## src/rtl/spi_mem_ctrl.sv

```systemverilog
// SPI mode-0 memory master: issues one read (0x03) or write (0x02) frame per
// request, with parametrised address width, chip selects, data bytes and SCLK rate.
module spi_mem_ctrl #(
  parameter  int ADDR_BITS = 24,
  parameter  int NUM_CS    = 2,
  parameter  int MAX_BYTES = 4,
  parameter  int CLK_DIV   = 1,
  localparam int CS_BITS   = (NUM_CS > 1) ? $clog2(NUM_CS) : 1,
  localparam int NB_BITS   = $clog2(MAX_BYTES + 1),
  localparam int DW        = 8 * MAX_BYTES
) (
  input  logic                         clk,
  input  logic                         rst,
  input  logic                         start_request,
  input  logic                         is_write,
  input  logic [CS_BITS+ADDR_BITS-1:0] target_address,
  input  logic [NB_BITS-1:0]           num_bytes,
  input  logic [DW-1:0]                write_value,
  output logic [DW-1:0]                fetched_data,
  output logic                         request_done,
  output logic                         busy,
  output logic                         err,
  output logic                         sclk,
  output logic                         mosi,
  output logic [NUM_CS-1:0]            cs_n,
  input  logic                         miso
);

  localparam int HDR   = 8 + ADDR_BITS;
  localparam int FB    = HDR + DW;
  localparam int BIT_W = $clog2(FB);
  localparam int IDX_W = $clog2(DW);
  localparam int DIV_W = (CLK_DIV > 1) ? $clog2(CLK_DIV) : 1;

  typedef enum logic [1:0] {
    IDLE  = 2'd0,
    SHIFT = 2'd1,
    DONE  = 2'd2
  } state_t;

  state_t              state_q;
  logic [DIV_W-1:0]    div_q;
  logic [BIT_W-1:0]    bit_q;
  logic [BIT_W-1:0]    last_q;
  logic [FB-1:0]       sr_q;
  logic                write_q;
  logic                pend_err_q;
  logic [DW-1:0]       fetched_q;
  logic                done_q;
  logic                busy_q;
  logic                err_q;
  logic                sclk_q;
  logic                mosi_q;
  logic [NUM_CS-1:0]   cs_n_q;

  logic [CS_BITS-1:0]  chip_d;
  logic                chip_ok_d;
  logic [NB_BITS-1:0]  nbytes_d;
  logic [DW-1:0]       wdata_d;
  logic [FB-1:0]       frame_d;
  logic [BIT_W-1:0]    last_d;
  logic [NUM_CS-1:0]   cs_sel_d;
  logic                half_end_d;
  logic                in_data_d;
  logic [IDX_W-1:0]    rx_idx_d;

  // Decode the request and build the left-aligned outgoing frame
  always_comb begin
    chip_d    = target_address[CS_BITS+ADDR_BITS-1 -: CS_BITS];
    chip_ok_d = ({1'b0, chip_d} < (CS_BITS + 1)'(NUM_CS));
    if (num_bytes > NB_BITS'(MAX_BYTES)) begin
      nbytes_d = NB_BITS'(MAX_BYTES);
    end else begin
      nbytes_d = num_bytes;
    end
    wdata_d = '0;
    for (int k = 0; k < MAX_BYTES; k++) begin
      wdata_d[DW-1-8*k -: 8] = write_value[8*k +: 8];
    end
    frame_d = {(is_write ? 8'h02 : 8'h03), target_address[ADDR_BITS-1:0],
               (is_write ? wdata_d : {DW{1'b0}})};
    last_d   = BIT_W'(HDR - 1) + BIT_W'({nbytes_d, 3'b000});
    cs_sel_d = NUM_CS'(1'b1) << chip_d;
    half_end_d = (div_q == DIV_W'(CLK_DIV - 1));
    in_data_d  = (bit_q >= BIT_W'(HDR));
    // Data bit d of the stream lands in byte d/8, bit 7-d%8: flip the low three bits
    rx_idx_d   = IDX_W'(bit_q - BIT_W'(HDR)) ^ IDX_W'(3'b111);
  end

  // Transaction sequencer with all pin and status outputs registered
  always_ff @(posedge clk or posedge rst) begin
    if (rst) begin
      state_q    <= IDLE;
      div_q      <= '0;
      bit_q      <= '0;
      last_q     <= '0;
      sr_q       <= '0;
      write_q    <= 1'b0;
      pend_err_q <= 1'b0;
      fetched_q  <= '0;
      done_q     <= 1'b0;
      busy_q     <= 1'b0;
      err_q      <= 1'b0;
      sclk_q     <= 1'b0;
      mosi_q     <= 1'b0;
      cs_n_q     <= '1;
    end else begin
      case (state_q)
        IDLE: begin
          if (start_request) begin
            fetched_q <= '0;
            err_q     <= 1'b0;
            busy_q    <= 1'b1;
            write_q   <= is_write;
            last_q    <= last_d;
            div_q     <= '0;
            bit_q     <= '0;
            if (!chip_ok_d) begin
              state_q    <= DONE;
              pend_err_q <= 1'b1;
            end else if (nbytes_d == '0) begin
              state_q    <= DONE;
              pend_err_q <= 1'b0;
            end else begin
              state_q <= SHIFT;
              cs_n_q  <= ~cs_sel_d;
              mosi_q  <= frame_d[FB-1];
              sr_q    <= frame_d << 1;
            end
          end
        end
        SHIFT: begin
          if (half_end_d) begin
            div_q <= '0;
            if (!sclk_q) begin
              sclk_q <= 1'b1;
              if (!write_q && in_data_d) begin
                fetched_q[rx_idx_d] <= miso;
              end
            end else begin
              sclk_q <= 1'b0;
              if (bit_q == last_q) begin
                state_q <= DONE;
                cs_n_q  <= '1;
                mosi_q  <= 1'b0;
                done_q  <= 1'b1;
                busy_q  <= 1'b0;
                err_q   <= 1'b0;
              end else begin
                bit_q  <= bit_q + BIT_W'(1);
                mosi_q <= sr_q[FB-1];
                sr_q   <= sr_q << 1;
              end
            end
          end else begin
            div_q <= div_q + DIV_W'(1);
          end
        end
        DONE: begin
          // Requests rejected at the start edge report one cycle later
          if (!done_q) begin
            done_q <= 1'b1;
            busy_q <= 1'b0;
            err_q  <= pend_err_q;
          end else if (!start_request) begin
            done_q  <= 1'b0;
            state_q <= IDLE;
          end
        end
        default: begin
          state_q <= IDLE;
          cs_n_q  <= '1;
          sclk_q  <= 1'b0;
          mosi_q  <= 1'b0;
          done_q  <= 1'b0;
          busy_q  <= 1'b0;
        end
      endcase
    end
  end

  assign fetched_data = fetched_q;
  assign request_done = done_q;
  assign busy         = busy_q;
  assign err          = err_q;
  assign sclk         = sclk_q;
  assign mosi         = mosi_q;
  assign cs_n         = cs_n_q;

endmodule

```

## config.mk

```make
export PLATFORM = sky130hd
export DESIGN_NAME = spi_mem_ctrl
export DESIGN_NICKNAME = d
export VERILOG_FILES = /design/src/rtl/spi_mem_ctrl.sv
export SDC_FILE = /design/constraint.sdc
export NUM_CORES = 1
export LEC_CHECK = 0
export CAP_MARGIN = 5
export CORE_UTILIZATION = 50
export DETAILED_ROUTE_END_ITERATION = 6
export PLACE_DENSITY = 0.77
export SLEW_MARGIN = 20
export SYNTH_ARGS = -nofsm -noshare
export SYNTH_HDL_FRONTEND = slang
export SYNTH_SLANG_ARGS = --single-unit
```

## constraint.sdc

```tcl
create_clock -name clk -period 4.3 [get_ports clk]
set_input_delay 0.645 -clock clk [delete_from_list [all_inputs] [get_ports clk]]
set_output_delay 0.645 -clock clk [all_outputs]
set_load 0.1 [all_outputs]
```

==> results of run 1 <==
==> sequential cells by signal, summed over array words and instances (netlist names), 2 cells and up <==
| register | flops |
|---|---|
| last_q | 4 |
| state_q | 2 |
| bit_q | 6 |
| sr_q | 63 |
| fetched_data | 32 |
| cs_n | 2 |
==> metrics by stage <==
step / hold WS, ps / total power [mW] / std cells
global route: 504.3 / 4.902 / 749
finish: 483.2 / 4.653 / 749
CTS: 488.3 / 4.678 / 749
detailed placement: 476.6 / 3.343 / 720
global placement: 467.7 / 3.278 / 720
floorplan: 452.2 / 2.976 / 508
==> report_power, final <==
part	total, mW	internal (mW)	switching (mW)
registers	1.55	1.39	0.162
clock network	1.31	0.854	0.454
logic	1.79	0.859	0.935
==> metal layers <==
| metal | up-vias | part of all wire, % |
|---|---|---|
| met5 | - | 0 |
| met1 | 2131 | 42 |
| met2 | 142 | 50 |
| li1 | 2022 | - |
| met3 | 24 | 6.9 |
| met4 | 0 | 1.3 |
==> worst paths after layout <==
check | to | slack (ps) | cells after the start
setup / recovery | cs_n[1] | 1580 | 1
hold / removal | sr_q[46]$_DFFE_PP0P_ | 480 | 1
setup reg to reg | sr_q[31]$_DFFE_PP0P_ | 1670 | 7
hold reg to reg | sr_q[46]$_DFFE_PP0P_ | 480 | 1
max in group asynchronous | fetched_data[28]$_DFFE_PP0P_ | 2820 | 3
min in group asynchronous | state_q[0]$_DFFE_PP0P_ | 770 | 2
==> final cells by class <==
cell class,instances,area (um2)
clock inverters,6,55.05
well taps,140,175.2
repair buffers,108,1079
flip-flops and latches,114,2855
inverters,17,68.82
multi-input cells,341,2619
clock buffers,23,498.0
fillers,826,3633
==> cell families after synthesis <==
kind of cell,Yosys count,share of synthesized area [%]
AOI/OAI and AO/OA,153,16.88
xor gates and xnor gates,4,0.6160
adders and majority gates,9,1.980
buffers and inverters,53,3.828
DFF,114,50.21
muxes,97,18.92
other,1,0.06594
and+or+nand+nor,77,7.503
==> cell usage in the layout, fill, tap and decap left out, types with 6 or more instances in the layout <==
cell and count:
a21oi_1 37, a22o_1 29, clkbuf_16 17, clkdlybuf4s50_1 102
dfrtp_1 112, ha_1 8, inv_1 15, mux2_2 81
mux2i_1 13, nand2_1 30, nand2b_1 7, nand3_1 6
o21ai_0 73
==> out/metrics.cfg, run 1 <==
[worst_setup_path]
critPathBufInv = 1
startpoint = cs_n[1]$_DFFE_PP1P_
worstPathCellList = clkdlybuf4s50_1
arrival_ps = 2080
endpoint_kind = output pin
worstPathMaxFanout = 2
path_delay_family = buffers and inverters
cpPeakStageDelay_ps = 1130
cp_data_required_time_ps = 3650
reg2reg_from = state_q[1]$_DFFE_PP0P_
critPathSlowestCell = clkdlybuf4s50_1
startpoint_type = register
critical_path_class = register to output pin

[hold_path]
hp-start = sr_q[46]$_DFFE_PP0P_
hp-class = register to register

[global_routing]
grt_pass1_vias = 4367
overflow = 0
grtUsageMet1_pct = 28.77
grtUsageTotal_pct = 23.24
grt_pass1_wl_um = 21010
antenna_found_initial = 0
grt_start_max_net_pins = 88
top_usage_layer = met2
grt.met2_usage_pct = 38.07
met3_usage_pct = 7.770

[synth]
yosysMostFrequentCell = dfrtp_1
syn_nets = 582
synth_area_leaders = dfrtp_1, mux2_2, o21ai_0
syn_inst = 508
synthArstFlopShare_pct = 100.0
yosysTopAreaCellShare_pct = 49.28
netlist_top_cells_count = dfrtp_1, mux2_2, o21ai_0
synth-edff-count = 0
synth_flop_cell = dfrtp_1
avgSynthCellArea_um2 = 11.19
synth_warnings = 0
syn_area_um2 = 5687
synth.distinct_cells = 45
seq_area_frac_synth_pct = 50.21
ys_ff_latch = 114
synth_top_area_cell = dfrtp_1

[finish]
layout.nets = 673
final_area_um2 = 7350
diodes = 0
area_delta_synth_final_pct = 29.24
post-route-util_pct = 66.92
drive_gt1_share_pct = 21.35

[drt]
wirelength_um = 12680
drtIter0Drc = 245
routedWlPerCell_um = 16.93
firstDrtPassIters = 5
ant_nets = 0
viasPerCell = 5.766
drc = 0
vias = 4319

[clock_network]
ctsResizeCount = 0
clk_latency_ps = 410
cts-htree-levels = 4
clockBufferDepth = 2
cts_tree = built
clk_pin_slew_ps = 50
cts_root_buf = clkbuf_16
cts.sinks = 114
numCtsBuffers = 17
cts_hold_buf = 0
post_cts.repair.setup_buffers = 0

[place]
dpl_cell_area_um2 = 6794
dp_slack_ps = 1365
placement.io_buffers = 102
gp_congestion = 0.8422
hpwl_um = 8237

[timing]
rsz0062_at_grt = no
fin_setup_tns_ps = 0
clock_skew_ps = 9.478
slew_violations = 0
max-slew-margin-rel_pct = 34.25
post-route-period-util_pct = 63.26
fin_ws_ps = 1580
setup_violations = 0
hold_viol = 0
fmax_ghz = 0.3676
finalCriticalPeriod_ps = 2720
tightest_slew_ps = 983.1

[floorplan]
die_area_um2 = 11800
fp-row-count = 38
die_w_um = 108.6
initial_core_util_pct = 51.78
die_h_um = 108.6
core-area_um2 = 10980
io_pins = 104

[outcome]
outcome = finished clean

[power_and_ir_drop]
ir_worst_vdd_v = 0.0003871
powerDensity_nw_per_um2 = 633.1
p_leak_nw = 3.195

[flow_run]
max_cap_viol_count = 0

No activity file was read; power rests on OpenSTA's default activity.
==> run 2: changes to the inputs <==
--- a/config.mk
+++ b/config.mk
@@ -6,7 +6,7 @@
 export NUM_CORES = 1
 export LEC_CHECK = 0
 export CAP_MARGIN = 5
-export CORE_UTILIZATION = 50
+export CORE_UTILIZATION = 48
 export DETAILED_ROUTE_END_ITERATION = 6
 export PLACE_DENSITY = 0.77
 export SLEW_MARGIN = 20
==> constraint.sdc (replaced) <==
create_clock -name clk -period 2.5 [get_ports clk]
set_input_delay 0.375 -clock clk [delete_from_list [all_inputs] [get_ports clk]]
set_output_delay 0.375 -clock clk [all_outputs]
set_load 0.1 [all_outputs]
==> run 2 against run 1 <==
  * Clock power up 69%
  * Clock skew down 2.1 ps
  * Sequential cell count unchanged
  * First-iteration DRC count down 25%
  * Count of clock-buffer cells in the layout up 3
  * Critical path type is now register to register
  * Largest power group unchanged
  * Highest routed layer unchanged
==> out/metrics.cfg, run 2 (same netlist as run 1, synthesis figures left out) <==
[outcome]
outcome = finished clean

[drt]
viasPerCell = 5.768  ; about the same
wl_met3_um = 952  ; +8.3%
highest_layer = met4
routedWlPerCell_um = 16.65  ; -1.6%
drtIter0Drc = 183  ; -25%
drt-met1-wl_um = 5188  ; -1.5%
drc = 0  ; unchanged
ant_nets = 0  ; unchanged
met2_length_um = 6436  ; +1.2%
vias = 4453  ; +3.1%
firstDrtPassIters = 5  ; unchanged
wirelength_um = 12860  ; +1.4%

[worst_setup_path]
reg2reg_slack_ps = 110  ; -1560 ps
crit_path_end = sr_q[29]$_DFFE_PP0P_
startpoint_type = register
cp_data_required_time_ps = 2790  ; -860 ps
endpoint_kind = register
reg2reg_from = state_q[0]$_DFFE_PP0P_
startpoint = state_q[0]$_DFFE_PP0P_
arrival_ps = 2680  ; +600 ps
critical_path_class = register to register
r2r_end = sr_q[29]$_DFFE_PP0P_
worstPathMaxFanout = 42  ; +40
r2r_cells = 7  ; unchanged

[global_routing]
grt_pass1_vias = 4584  ; +5.0%
grt_start_max_net_pins = 43  ; -51%
overflow = 0  ; unchanged
antenna_found_initial = 0  ; unchanged
grt_pass1_wl_um = 21500  ; +2.3%
grtUsageTotal_pct = 21.92  ; -1.3 points

[finish]
n_fill_cell = 894  ; +8.2%
diodes = 0  ; unchanged
post-route-util_pct = 64.75  ; -2.2 points
largest_register_ff_count = 63  ; unchanged
finalNonFillerCells = 772  ; +3.1%
final_common_cell = dfrtp_1
layout.nets = 691  ; +2.7%
final_cell_mix = dfrtp_1, mux2_2, o21ai_0
drive_gt1_share_pct = 29.25  ; +7.9 points
largest-register = sr_q
final_area_um2 = 7425  ; +1.0%
area_delta_synth_final_pct = 30.56

[flow_run]
max_cap_viol_count = 0  ; unchanged

[timing]
post-route-period-util_pct = 95.64
tightest_slew_ps = 630.1  ; -353.1 ps
hold_viol = 0  ; unchanged
max-slew-margin-rel_pct = 57.91  ; +24 points
rsz0062_at_grt = no
fin_setup_tns_ps = 0  ; unchanged
clock_skew_ps = 7.409  ; -2.069 ps
setup_violations = 0  ; unchanged
fmax_ghz = 0.4182
finalCriticalPeriod_ps = 2391
slew_violations = 0  ; unchanged

[clock_network]
post_cts.repair.setup_buffers = 0  ; unchanged
ctsResizeCount = 0  ; unchanged
clk_latency_ps = 410  ; about the same
cts-htree-levels = 4  ; unchanged
cts_tree = built
numCtsBuffers = 17  ; unchanged
cts.sinks = 114  ; unchanged
clk_pin_slew_ps = 50  ; about the same
clockBufferDepth = 2  ; unchanged
cts_root_buf = clkbuf_16
cts_hold_buf = 0  ; unchanged

[floorplan]
die_area_um2 = 12290  ; +4.1%
core-area_um2 = 11470  ; +4.4%
io_pins = 104  ; unchanged
fp-row-count = 39  ; +2.6%
die_w_um = 110.8  ; +2.0%
die_h_um = 110.8  ; +2.0%
initial_core_util_pct = 49.59  ; -2.2 points

[place]
place_inst = 741  ; +2.9%
gp_congestion = 0.8148  ; -3.3%
placement.io_buffers = 102  ; unchanged
hpwl_um = 8880  ; +7.8%
dpl_cell_area_um2 = 6877  ; +1.2%

[power_and_ir_drop]
ir_worst_vdd_v = 0.0006584  ; +70%
p_leak_nw = 3.351  ; +4.9%
powerDensity_nw_per_um2 = 1093  ; +73%

[hold_path]
hp-class = primary input to asynchronous set/reset pin

## run 2: layout make-up
type,instances,area [um2],area share (%)
Multi-Input combinational cell,341,2621,35.30
Inverter,17,67.56,0.9100
Timing Repair Buffer,126,1160,15.62
Sequential cell,114,2855,38.46
Tap cell,143,178.9,2.410
Clock inverter,5,52.55,0.7078
Clock buffer,26,489.2,6.589
## run 2: stage by stage
| step | setup slack [ps] | power (mW) | hold slack, ps |
|---|---|---|---|
| floorplan | 23.73 | 5.119 | 452.2 |
| global placement | 18.52 | 5.773 | 465.0 |
| detailed placement | -79.78 | 5.917 | 474.2 |
| CTS | 62.09 | 8.162 | 421.4 |
| global route | 14.74 | 8.586 | 449.0 |
| finish | 108.9 | 8.117 | 406.0 |
## run 2: worst min-delay path by stage
stage                                 endpoint  slack [ps]
after floorplan           sr_q[45]$_DFFE_PP0P_         450
after detailed placement  sr_q[47]$_DFFE_PP0P_         470
after global routing      sr_q[62]$_DFFE_PP0P_         450
after CTS                 sr_q[62]$_DFFE_PP0P_         420
final                     sr_q[62]$_DFFE_PP0P_         410
after global placement    sr_q[47]$_DFFE_PP0P_         470
## run 2: layer usage
metal	vias to the layer above	global-route usage (%)
li1	2067	-
met1	2189	25.90
met2	167	36.11
met3	30	6.998
met4	0	10.58
met5	-	0
## run 2: report_power, final
part / total (mW) / switching [mW] / internal (mW)
Clock: 2.22 / 0.784 / 1.43
Sequential: 2.64 / 0.258 / 2.39
Combinational: 3.26 / 1.66 / 1.60
## run 2: worst max-delay path, stage by stage, from the launching register on
cell and delay (ps):
dfrtp_1 380, inv_1 110, ha_2 300, and3b_1 260
a21oi_1 110, a211oi_4 430, buf_12 290, mux2_2 370
==> RTL edit (settings of run 2) <==
Change the parameter `MAX_BYTES` from 4 to 8.
--- a/src/rtl/spi_mem_ctrl.sv
+++ b/src/rtl/spi_mem_ctrl.sv
@@ -4,5 +4,5 @@
   parameter  int ADDR_BITS = 24,
   parameter  int NUM_CS    = 2,
-  parameter  int MAX_BYTES = 4,
+  parameter  int MAX_BYTES = 8,
   parameter  int CLK_DIV   = 1,
   localparam int CS_BITS   = (NUM_CS > 1) ? $clog2(NUM_CS) : 1,
Interface: changed (resized fetched_data, num_bytes and write_value); port bits go from 104 to 169. The function was not compared with the original's and may differ.
==> RTL edit against run 2 <==
- wire length grew 81%
- sequential cell count up 66
- final area is 48% higher
- final cell count is 69% higher
- clock skew rose by 4.0 ps
- global-route usage grew 4.2 points
- utilization down 1.1 points
- setup slack lost 35 ps
- first-iteration DRC count rose to 4.0 times the old value
- power down 23%
- area after synthesis rose by 50%
- clock power is 25% higher
- combinational power decreased by 85%
==> RTL edit: results (changes against run 2) <==
| Metric | Value |
|---|---|
| Netlist cell types | `57 (+27%)` |
| Area after DPL | `10400 µm² (+51%)` |
| Routability cong. | `0.840 (+3.1%)` |
| Clock Sinks | `180 (+58%)` |
| Ranking of synthesized cells by area | `dfrtp_1, o21ai_0, nand2_1` |
| Met2 Use GR | `40.6% (+4.5 points)` |
| Vias in the first global route | `7155 (+56%)` |
| Number of non-clock inverters | `9 (-8)` |
| Pre-CTS WS | `-118 ps (-37.9 ps)` |
| Core Area | `17300 µm² (+51%)` |
| Critical Path End | `sr_q[86]` |
| R2R setup slack | `70 ps (-30 ps)` |
| Avg Vias per Cell | `5.83 (+1.1%)` |
| Worst skew pair latency | `450 ps (+40 ps)` |
| Utilization after layout | `63.7% (-1.1 points)` |
| Avg WL per Cell | `17.8 µm (+6.8%)` |
| Slew HR | `53.4% (-4.5 points)` |
| Layout Skew | `11.4 ps (+3.98 ps)` |
| Cell with the most instances after synthesis | `o21ai_0` |
| Max FO, Critical Path | `25 (-40%)` |
| Synthesized net count | `1028 (+77%)` |
| Worst Hold Margin | `354 ps (-51.7 ps)` |
| Routing usage on met3 | `8.53% (+1.5 points)` |
| Met1 wire length | `9940 µm (+92%)` |
| DR iter-0 viols | `741 (+300%)` |
| Post-DP HPWL | `15200 µm (+71%)` |
| Worst vdd ir | `0.500 mV (-24%)` |
| Maximum number of pins on one net before global-route repair | `70 (+63%)` |
| Slowest cell on the critical path | `nor2_4` |
| Final WL | `23300 µm (+81%)` |
| Outcome | `finished clean` |
| Minimum clock period | `2430 ps (+34.8 ps)` |
| Syn_area_per_cell | `9.21 µm² (-18%)` |
| Clock-cell share | `5.46% (-1.8 points)` |
| Met3 Routed Length | `2110 µm (+120%)` |
[RTL edit: cell families (layout without fill, tap and decap cells)]
| family | after synthesis | after routing | share of synthesized area, % |
|---|---|---|---|
| flip-flops | 180 | 180 | 53.0 |
| multiplexers | 4 | 4 | 0.515 |
| buffers and inverters | 88 | 246 | 4.40 |
| adder cells (fa/ha/maj) | 6 | 6 | 0.882 |
| XOR/XNOR | 5 | 5 | 0.515 |
| other | 1 | 2 | 0.0441 |
| AND/OR/NAND/NOR | 275 | 275 | 14.4 |
| AO/OA/AOI/OAI | 365 | 365 | 26.2 |
[RTL edit: where the power goes]
group / internal [mW] / switching (mW)
Sequential: 2.94 / 0.0174
Combinational: 0.200 / 0.293
Clock: 1.53 / 1.24
[RTL edit: critical path, delay by kind of cell, from the launching register on]
| family | cells | cell delay, ps |
|---|---|---|
| DFF | 1 | 410 |
| adders and majority gates | 1 | 280 |
| AOI/OAI and AO/OA | 1 | 270 |
| buffers and inverters | 1 | 90 |
| and+or+nand+nor | 4 | 1310 |
